### src/rtl/alu_pkg.sv
// Shared encodings for the pipelined SIMD ALU: op codes, result form and lane size.
// No logic or latency of its own; imported by alu_pipe and alu_lane_core.
// No handshake of its own; the importing modules carry the flow control.
package alu_pkg;

   // operation codes
   localparam logic [2:0] OP_ADD  = 3'b000;
   localparam logic [2:0] OP_AND  = 3'b001;
   localparam logic [2:0] OP_OR   = 3'b010;
   localparam logic [2:0] OP_XOR  = 3'b011;
   localparam logic [2:0] OP_SUB  = 3'b100;
   localparam logic [2:0] OP_SLT  = 3'b101;
   localparam logic [2:0] OP_ADDS = 3'b110;
   localparam logic [2:0] OP_SUBS = 3'b111;

   // result form
   localparam logic FORM_LANE = 1'b0;   // Y1 = A op B, Y2 = C op D
   localparam logic FORM_WIDE = 1'b1;   // {Y1,Y2} = A +/- B +/- C

   // lane size; any code above VEC_16 means one full-width lane
   localparam logic [1:0] VEC_8    = 2'd0;
   localparam logic [1:0] VEC_16   = 2'd1;
   localparam logic [1:0] VEC_FULL = 2'd2;

endpackage

### src/rtl/alu_lane_core.sv
// Combinational SIMD engine for one operand pair: y = a op b in 8/16/WIDTH-bit lanes.
// Latency 0 (pure combinational); sits in front of the stage-0 register of alu_pipe.
// No flow control; the enclosing pipeline decides when the result is captured.
// Ports: op/vec select operation and lane size, a/b operands, y result,
//        ovf = any lane overflowed (ADD/SUB) or saturated (ADDS/SUBS).
module alu_lane_core
   import alu_pkg::*;
#(
   parameter int WIDTH = 32
)
(
   input  logic [2:0]       op,
   input  logic [1:0]       vec,
   input  logic [WIDTH-1:0] a,
   input  logic [WIDTH-1:0] b,
   output logic [WIDTH-1:0] y,
   output logic             ovf
);

   // Two guard bits so a full-width sum or difference never wraps internally.
   localparam int SW = WIDTH + 2;
   localparam logic signed [SW-1:0] ONE = 1;

   // One lane of width lw; operands arrive zero-extended in the low lw bits.
   // Only the low lw bits of fy are meaningful to the caller.
   function automatic void lane_op(
      input  logic [2:0]       f_op,
      input  logic [WIDTH-1:0] fa,
      input  logic [WIDTH-1:0] fb,
      input  int               lw,
      output logic [WIDTH-1:0] fy,
      output logic             fovf
   );
      logic signed [SW-1:0] sa, sb, s, hi, lo, sat;
      logic                 out_of_range;
      // sign-extend the lane value from bit lw-1
      sa = signed'({2'b00, fa});
      sa = sa <<< (SW - lw);
      sa = sa >>> (SW - lw);
      sb = signed'({2'b00, fb});
      sb = sb <<< (SW - lw);
      sb = sb >>> (SW - lw);
      hi = (ONE <<< (lw - 1)) - ONE;
      lo = -hi - ONE;
      s  = (f_op == OP_SUB || f_op == OP_SUBS) ? (sa - sb) : (sa + sb);
      out_of_range = (s > hi) || (s < lo);
      sat = (s > hi) ? hi : ((s < lo) ? lo : s);
      fovf = 1'b0;
      case (f_op)
         OP_AND:  fy = fa & fb;
         OP_OR:   fy = fa | fb;
         OP_XOR:  fy = fa ^ fb;
         OP_SLT:  fy = (sa < sb) ? WIDTH'(1) : '0;
         OP_ADDS, OP_SUBS: begin
            fy   = WIDTH'(sat);
            fovf = out_of_range;
         end
         default: begin   // OP_ADD, OP_SUB: wrap, flag signed overflow
            fy   = WIDTH'(s);
            fovf = out_of_range;
         end
      endcase
   endfunction

   always_comb begin
      logic [WIDTH-1:0] ty;
      logic             to;
      y   = '0;
      ovf = 1'b0;
      ty  = '0;
      to  = 1'b0;
      case (vec)
         VEC_8: begin
            for (int i = 0; i < WIDTH/8; i++) begin
               lane_op(op, WIDTH'(a[i*8 +: 8]), WIDTH'(b[i*8 +: 8]), 8, ty, to);
               y[i*8 +: 8] = ty[7:0];
               ovf         = ovf | to;
            end
         end
         VEC_16: begin
            for (int i = 0; i < WIDTH/16; i++) begin
               lane_op(op, WIDTH'(a[i*16 +: 16]), WIDTH'(b[i*16 +: 16]), 16, ty, to);
               y[i*16 +: 16] = ty[15:0];
               ovf           = ovf | to;
            end
         end
         default: begin
            lane_op(op, a, b, WIDTH, ty, to);
            y   = ty;
            ovf = to;
         end
      endcase
   end

endmodule

### src/rtl/alu_pipe.sv
// Pipelined SIMD ALU: lanewise or 3-operand wide add/sub, overflow flag and sticky status.
// Latency LATENCY cycles: accepted at edge N, out_valid after edge N+LATENCY-1.
// Valid/ready both sides; stages shuffle forward into holes, in_ready drops once all LATENCY stages hold data.
// Ports: clk, rst_n (async active-low); in_valid/in_ready with op, form, vec, A..D;
//        out_valid/out_ready with Y1, Y2, out_ovf; ovf_sticky status cleared by ovf_clr.
module alu_pipe
   import alu_pkg::*;
#(
   parameter int WIDTH   = 32,
   parameter int LATENCY = 2
)
(
   input  logic             clk,
   input  logic             rst_n,
   input  logic             in_valid,
   output logic             in_ready,
   input  logic [2:0]       op,
   input  logic             form,
   input  logic [1:0]       vec,
   input  logic [WIDTH-1:0] A,
   input  logic [WIDTH-1:0] B,
   input  logic [WIDTH-1:0] C,
   input  logic [WIDTH-1:0] D,
   output logic             out_valid,
   input  logic             out_ready,
   output logic [WIDTH-1:0] Y1,
   output logic [WIDTH-1:0] Y2,
   output logic             out_ovf,
   output logic             ovf_sticky,
   input  logic             ovf_clr
);

   if (WIDTH < 16 || (WIDTH % 16) != 0) begin : g_bad_width
      $error("alu_pipe: WIDTH must be a multiple of 16 and at least 16");
   end
   if (LATENCY < 1) begin : g_bad_latency
      $error("alu_pipe: LATENCY must be at least 1");
   end

   typedef struct packed {
      logic [WIDTH-1:0] y1;
      logic [WIDTH-1:0] y2;
      logic             ovf;
   } stage_t;

   logic [LATENCY-1:0] stg_vld;
   logic [LATENCY-1:0] stg_adv;
   stage_t             stg_dat [LATENCY];
   stage_t             nxt_dat;

   // ---------------- stage-0 compute ----------------
   logic [WIDTH-1:0]   ly1, ly2;
   logic               lo1, lo2;
   logic [2*WIDTH-1:0] wide_sum;

   alu_lane_core #(.WIDTH(WIDTH)) u_lane_ab (
      .op  (op),
      .vec (vec),
      .a   (A),
      .b   (B),
      .y   (ly1),
      .ovf (lo1)
   );

   alu_lane_core #(.WIDTH(WIDTH)) u_lane_cd (
      .op  (op),
      .vec (vec),
      .a   (C),
      .b   (D),
      .y   (ly2),
      .ovf (lo2)
   );

   always_comb begin
      wide_sum = '0;
      nxt_dat  = '0;
      if (form == FORM_WIDE) begin
         // 2*WIDTH bits hold any sum of three sign-extended operands, so the wide form never overflows
         if (op == OP_ADD) begin
            wide_sum = {{WIDTH{A[WIDTH-1]}}, A} + {{WIDTH{B[WIDTH-1]}}, B}
                     + {{WIDTH{C[WIDTH-1]}}, C};
         end else if (op == OP_SUB) begin
            wide_sum = {{WIDTH{A[WIDTH-1]}}, A} - {{WIDTH{B[WIDTH-1]}}, B}
                     - {{WIDTH{C[WIDTH-1]}}, C};
         end
         nxt_dat.y1  = wide_sum[2*WIDTH-1:WIDTH];
         nxt_dat.y2  = wide_sum[WIDTH-1:0];
         nxt_dat.ovf = 1'b0;
      end else begin
         nxt_dat.y1  = ly1;
         nxt_dat.y2  = ly2;
         nxt_dat.ovf = lo1 | lo2;
      end
   end

   // ---------------- flow control ----------------
   // Walk from the output backwards: a full stage moves if there is a hole
   // anywhere downstream of it or the consumer takes the last entry.
   always_comb begin
      logic room;
      room    = out_ready;
      stg_adv = '0;
      for (int i = LATENCY - 1; i >= 0; i--) begin
         stg_adv[i] = stg_vld[i] & room;
         room       = room | ~stg_vld[i];
      end
   end

   assign in_ready = rst_n & (~stg_vld[0] | stg_adv[0]);

   always_ff @(posedge clk or negedge rst_n) begin
      if (!rst_n) begin
         stg_vld <= '0;
         for (int i = 0; i < LATENCY; i++) begin
            stg_dat[i] <= '0;
         end
      end else begin
         if (in_ready) begin
            stg_vld[0] <= in_valid;
            if (in_valid) begin
               stg_dat[0] <= nxt_dat;
            end
         end
         for (int i = 1; i < LATENCY; i++) begin
            if (!stg_vld[i] || stg_adv[i]) begin
               stg_vld[i] <= stg_adv[i-1];
               if (stg_adv[i-1]) begin
                  stg_dat[i] <= stg_dat[i-1];
               end
            end
         end
      end
   end

   assign out_valid = stg_vld[LATENCY-1];
   assign Y1        = stg_dat[LATENCY-1].y1;
   assign Y2        = stg_dat[LATENCY-1].y2;
   assign out_ovf   = stg_dat[LATENCY-1].ovf;

   // ---------------- sticky overflow ----------------
   // A new overflow result in the same cycle as a clear wins, so no event is lost.
   always_ff @(posedge clk or negedge rst_n) begin
      if (!rst_n) begin
         ovf_sticky <= 1'b0;
      end else if (out_valid && out_ready && out_ovf) begin
         ovf_sticky <= 1'b1;
      end else if (ovf_clr) begin
         ovf_sticky <= 1'b0;
      end
   end

endmodule

### config.mk
export PLATFORM = sky130hd
export DESIGN_NAME = alu_pipe
export DESIGN_NICKNAME = d
export VERILOG_FILES = /design/src/rtl/alu_pkg.sv /design/src/rtl/alu_lane_core.sv /design/src/rtl/alu_pipe.sv
export SDC_FILE = /design/constraint.sdc
export NUM_CORES = 1
export LEC_CHECK = 0
export ABC_AREA = 0
export CAP_MARGIN = 20
export CORE_MARGIN = 4
export CORE_UTILIZATION = 62
export DETAILED_ROUTE_END_ITERATION = 16
export GPL_ROUTABILITY_DRIVEN = 0
export PLACE_DENSITY = 0.85
export SLEW_MARGIN = 40
export SYNTH_ARGS = -nofsm -noshare
export SYNTH_HDL_FRONTEND = slang
export SYNTH_SLANG_ARGS = --single-unit
### constraint.sdc
create_clock -name clk -period 2.5 [get_ports clk]
set_input_delay 0.75 -clock clk [delete_from_list [all_inputs] [get_ports clk]]
set_output_delay 0.75 -clock clk [all_outputs]
set_load 0.05 [all_outputs]
==> run summary, run 1 <==
run status: stopped before the end
stage reached: 4_1_cts
First Err: [ERROR DPL-0038] Utilization greater than 100%, impossible to legalize
Rows: 78
worst slack at placement: -2.64 ns
Die Span X: 223 um
die height: 223 um
Synth area leader: ha_1
commonest register cell after synthesis: dfrtp_1
Port Buf Inserts: 206
syn_nets: 4427
clk buf depth: 2
starting density of the core: 63.0%
most frequent cells after synthesis: a21oi_1, o21ai_0, nand2_1
# IOs: 207
Async S/R FF share, synth: 100%
PostCTS Resize Cnt: 1215
Cell variety after synth: 116
Gate Count Post-Synth: 3931
synth top area cells: ha_1, dfrtp_1, a21oi_1
H-tree depth: 4
Netlist Area Pre-Place: 28800 um2
Synth top area share: 12.0%
CTS Hold Bufs: 0
count leader, synth: a21oi_1
Detail Placement HPWL: 144000 um
syn avg cell area: 7.32 um2
post-synthesis register bit count: 133
sequential area share after synthesis: 11.6%
CTS root buf: clkbuf_16
Yosys warnings: 0
Setup Fix Bufs, Post-CTS: 188
clock sink count: 133
CTS Buf Count: 17
number of synthesized flops with an enable pin: 0
Placed Cells: 5839
==> through the flow <==
| stage | utilization, % | area (um2) |
|---|---|---|
| floorplan | - | 29600 |
| global placement | 91.2 | 41700 |
| detailed placement | 91.2 | 41700 |
==> cell families after synthesis <==
| group | Yosys count | share of synthesized area [%] |
|---|---|---|
| AOI/OAI and AO/OA | 1479 | 33.3 |
| xor gates and xnor gates | 164 | 5.08 |
| adders and majority gates | 360 | 17.7 |
| muxes | 118 | 4.66 |
| and+or+nand+nor | 1139 | 19.3 |
| buffers and inverters | 538 | 8.35 |
| DFF | 133 | 11.6 |
==> run 2, diff against run 1 <==
- CORE_UTILIZATION: 62 -> 40
- PLACE_DENSITY: 0.85 -> default
- PLACE_DENSITY_LB_ADDON: default -> 0.15
==> run 2 against run 1 <==
The flow now finishes, with violations (setup timing). Synthesized cell count did not move. Synthesized area stayed put.
==> run summary, run 2 <==
CP arrival: 4.45 ns
starting density of the core: 40.3% (-23 points)
global route total overflow: 0
run status: finished with violations
most flop-heavy register: stg_dat
Fmax: 242 MHz
Synth top area share: 12.0% (unchanged)
WS Path Type: input port to register
sequential area share after synthesis: 11.6% (unchanged)
syn_nets: 4427 (unchanged)
met3 wire len: 22700 um
Vias/cell: 6.10
Die ar.: 76300 um2
final setup vio count: 65
Critical Path Fanout Max: 2
worst path cell trace: buf_8, fa_1, ha_4, inv_2, fa_2, nor2b_4, o31a_1, o221ai_4, a2111oi_4, buf_4, nor2_4, o311ai_4, o21ai_2, a31oi_2, buf_4, nor2b_4, a32oi_1
Worst Setup Start Kind: input port
CP Capture Type: register
endpoints failing hold: 0
Yosys warnings: 0 (unchanged)
Fin Clk Skew: 0.0171 ns
WP data required: 2.82 ns
clk buf depth: 2 (unchanged)
Slew @ Worst Pin: 0.792 ns
maxcap violations: 0
commonest register cell after synthesis: dfrtp_1
Final min period: 4.13 ns
most frequent cells in the layout: buf_4, a21oi_1, o21ai_0
DRT Pass-1 Iters: 6
CTS Buf Count: 17 (unchanged)
area of the multi-input gates: 27400 um2
area delta synth->final: 69.8%
unrepaired setup endpoints after global routing: true
drt total wl: 162000 um
pin count of the biggest net entering global routing: 134
placed cell areas: 42700 um2 (+2.6%)
Final Slew Violations: 0
# IOs: 207 (unchanged)
hold_ws: 0.264 ns
Pwr per Cell Area: 524 nW/um2
Post-DRT Antenna Nets: 0
Gate Count Post-Synth: 3931 (unchanged)
drt wl/cell: 25.0 um
first-pass GRT wire length: 234000 um
DRT iter0 DRCs: 5028
CTS tree: yes
Vias: 39600
Port Buf Inserts: 206 (unchanged)
fin nets: 6008
most frequent cells after synthesis: a21oi_1, o21ai_0, nand2_1
H-tree depth: 4 (unchanged)
count leader, synth: a21oi_1
Total Power: 25600 uW
Detail Placement HPWL: 128000 um (-11%)
Seq. cell area: 3330 um2
Total GRT Usage: 39.5%
number of synthesized flops with an enable pin: 0 (unchanged)
CP max stage delay: 0.58 ns
synth top area cells: ha_1, dfrtp_1, a21oi_1
Clock transition at path regs: 0.07 ns
Async S/R FF share, synth: 100% (unchanged)
die height: 276 um (+24%)
Synth area leader: ha_1
DRC violations left: 0
later-pin clock latency in the skew report: 0.46 ns
Cell variety after synth: 116 (unchanged)
Critical-path top delay cell: fa_1
worst slack at placement: -2.56 ns (+0.0824 ns)
Netlist Area Pre-Place: 28800 um2 (unchanged)
post-synthesis register bit count: 133 (unchanged)
setup TNS: -86.88 ns
Rows: 98 (+26%)
Fill cells: 5782
delay-heaviest family, CP: compound AO/OA/AOI/OAI gates
initial antenna violation count: 11
CTS root buf: clkbuf_16
failing checks: setup timing
Worst slew margin: 46.6%
Hold Crit Class: input port to asynchronous set/reset pin
Top Metal Used: met5
Largest register FFs: 65
vias in the first global route: 38200
fin crit share: 165%
Final Worst Setup Slack: -1.63 ns
commonest non-fill, non-tap cell in the layout: buf_4
Crit path buffers/inverters: 4
fin area: 48900 um2
P_leak: 0.0215 uW
clock sink count: 133 (unchanged)
maximum VDD drop: 0.673 mV
syn avg cell area: 7.32 um2 (unchanged)
core area: 71400 um2
met2 routed WL: 67000 um
layout cells sized above 1: 47.6%
Die Span X: 276 um (+24%)
M1 WL: 61800 um
[run 2: through the flow]
| step | util, % | std cells |
|---|---|---|
| 2_1_floorplan | - | 3931 |
| 3_3_place_gp | 59.9 | 6263 |
| 3_5_place_dp | 59.9 | 6263 |
| 4_1_cts | 66.5 | 6421 |
| 5_1_grt | 68.5 | 6476 |
| 6_report | 68.5 | 6480 |
[run 2: timing repair]
action,CTS,global route
resized for setup,1021,345
buffers inserted,136,60
cloned,3,0
hold buffers,0,0
endpoints found under the setup margin,66,65
pin swaps,334,206
[run 2: worst register-to-register path, stage by stage, from the launching register on]
cell	delay (ns)
dfrtp_1	0.41
nand2b_4	0.08
o21a_1	0.16
and2_2	0.23
nand2_1	0.13
buf_12	0.16
nor2_1	0.37
o21ai_0	0.25
o221ai_2	0.24
a21oi_1	0.06
a2bb2oi_1	0.16
[run 2: final cells by class]
class	instances	area share, %
multi-input combinational	3260	56.1
timing repair buffer	1866	31.4
sequential	133	6.81
tap	950	2.43
inverter	234	2.03
clock buffer	17	0.870
clock inverter	14	0.312
antenna	6	0.0307
[run 2: cell families (layout without fill, tap and decap cells)]
| kind of cell | after synthesis | after routing | share of synthesized area (%) |
|---|---|---|---|
| muxes | 118 | 118 | 4.66 |
| xor gates and xnor gates | 164 | 164 | 5.08 |
| AOI/OAI and AO/OA | 1479 | 1479 | 33.3 |
| other | 0 | 6 | 0 |
| and+or+nand+nor | 1139 | 1139 | 19.3 |
| DFF | 133 | 133 | 11.6 |
| buffers and inverters | 538 | 2131 | 8.35 |
| adders and majority gates | 360 | 360 | 17.7 |
[run 2: where the power goes]
group          total (uW)  internal, uW  switching (uW)
Sequential           3480          2860             621
Clock                2630          1470            1150
Combinational       19500          8830           10700
[run 2: path summary, 6_finish.rpt]
| kind | startpoint | end | slack, ns | cells past startpoint |
|---|---|---|---|---|
| setup / recovery | C[1] | stg_dat[100] | -1.63 | 17 |
| hold / removal | rst_n | Y2[2] | 0.26 | 2 |
| setup reg to reg | stg_vld[1] | stg_dat[128] | 0.18 | 10 |
| hold reg to reg | stg_dat[107] | stg_dat[107] | 0.49 | 2 |
| max in group asynchronous | rst_n | Y2[30] | 1.49 | 3 |
| min in group clk | stg_dat[107] | stg_dat[107] | 0.49 | 2 |
[run 2: metal layers]
layer / global-route usage, % / vias to the layer above
li1: - / 17500
met1: 50.2 / 18500
met2: 58.6 / 2826
met3: 14.6 / 697
met4: 20.2 / 10
met5: 0 / -
(Power assumes the default switching activity.)
==> run 3, diff against run 2 <==
- CTS_CLUSTER_SIZE: default -> 10
==> results of run 3 <==
No change in the layout: final DEF, timing and power equal those of run 2.
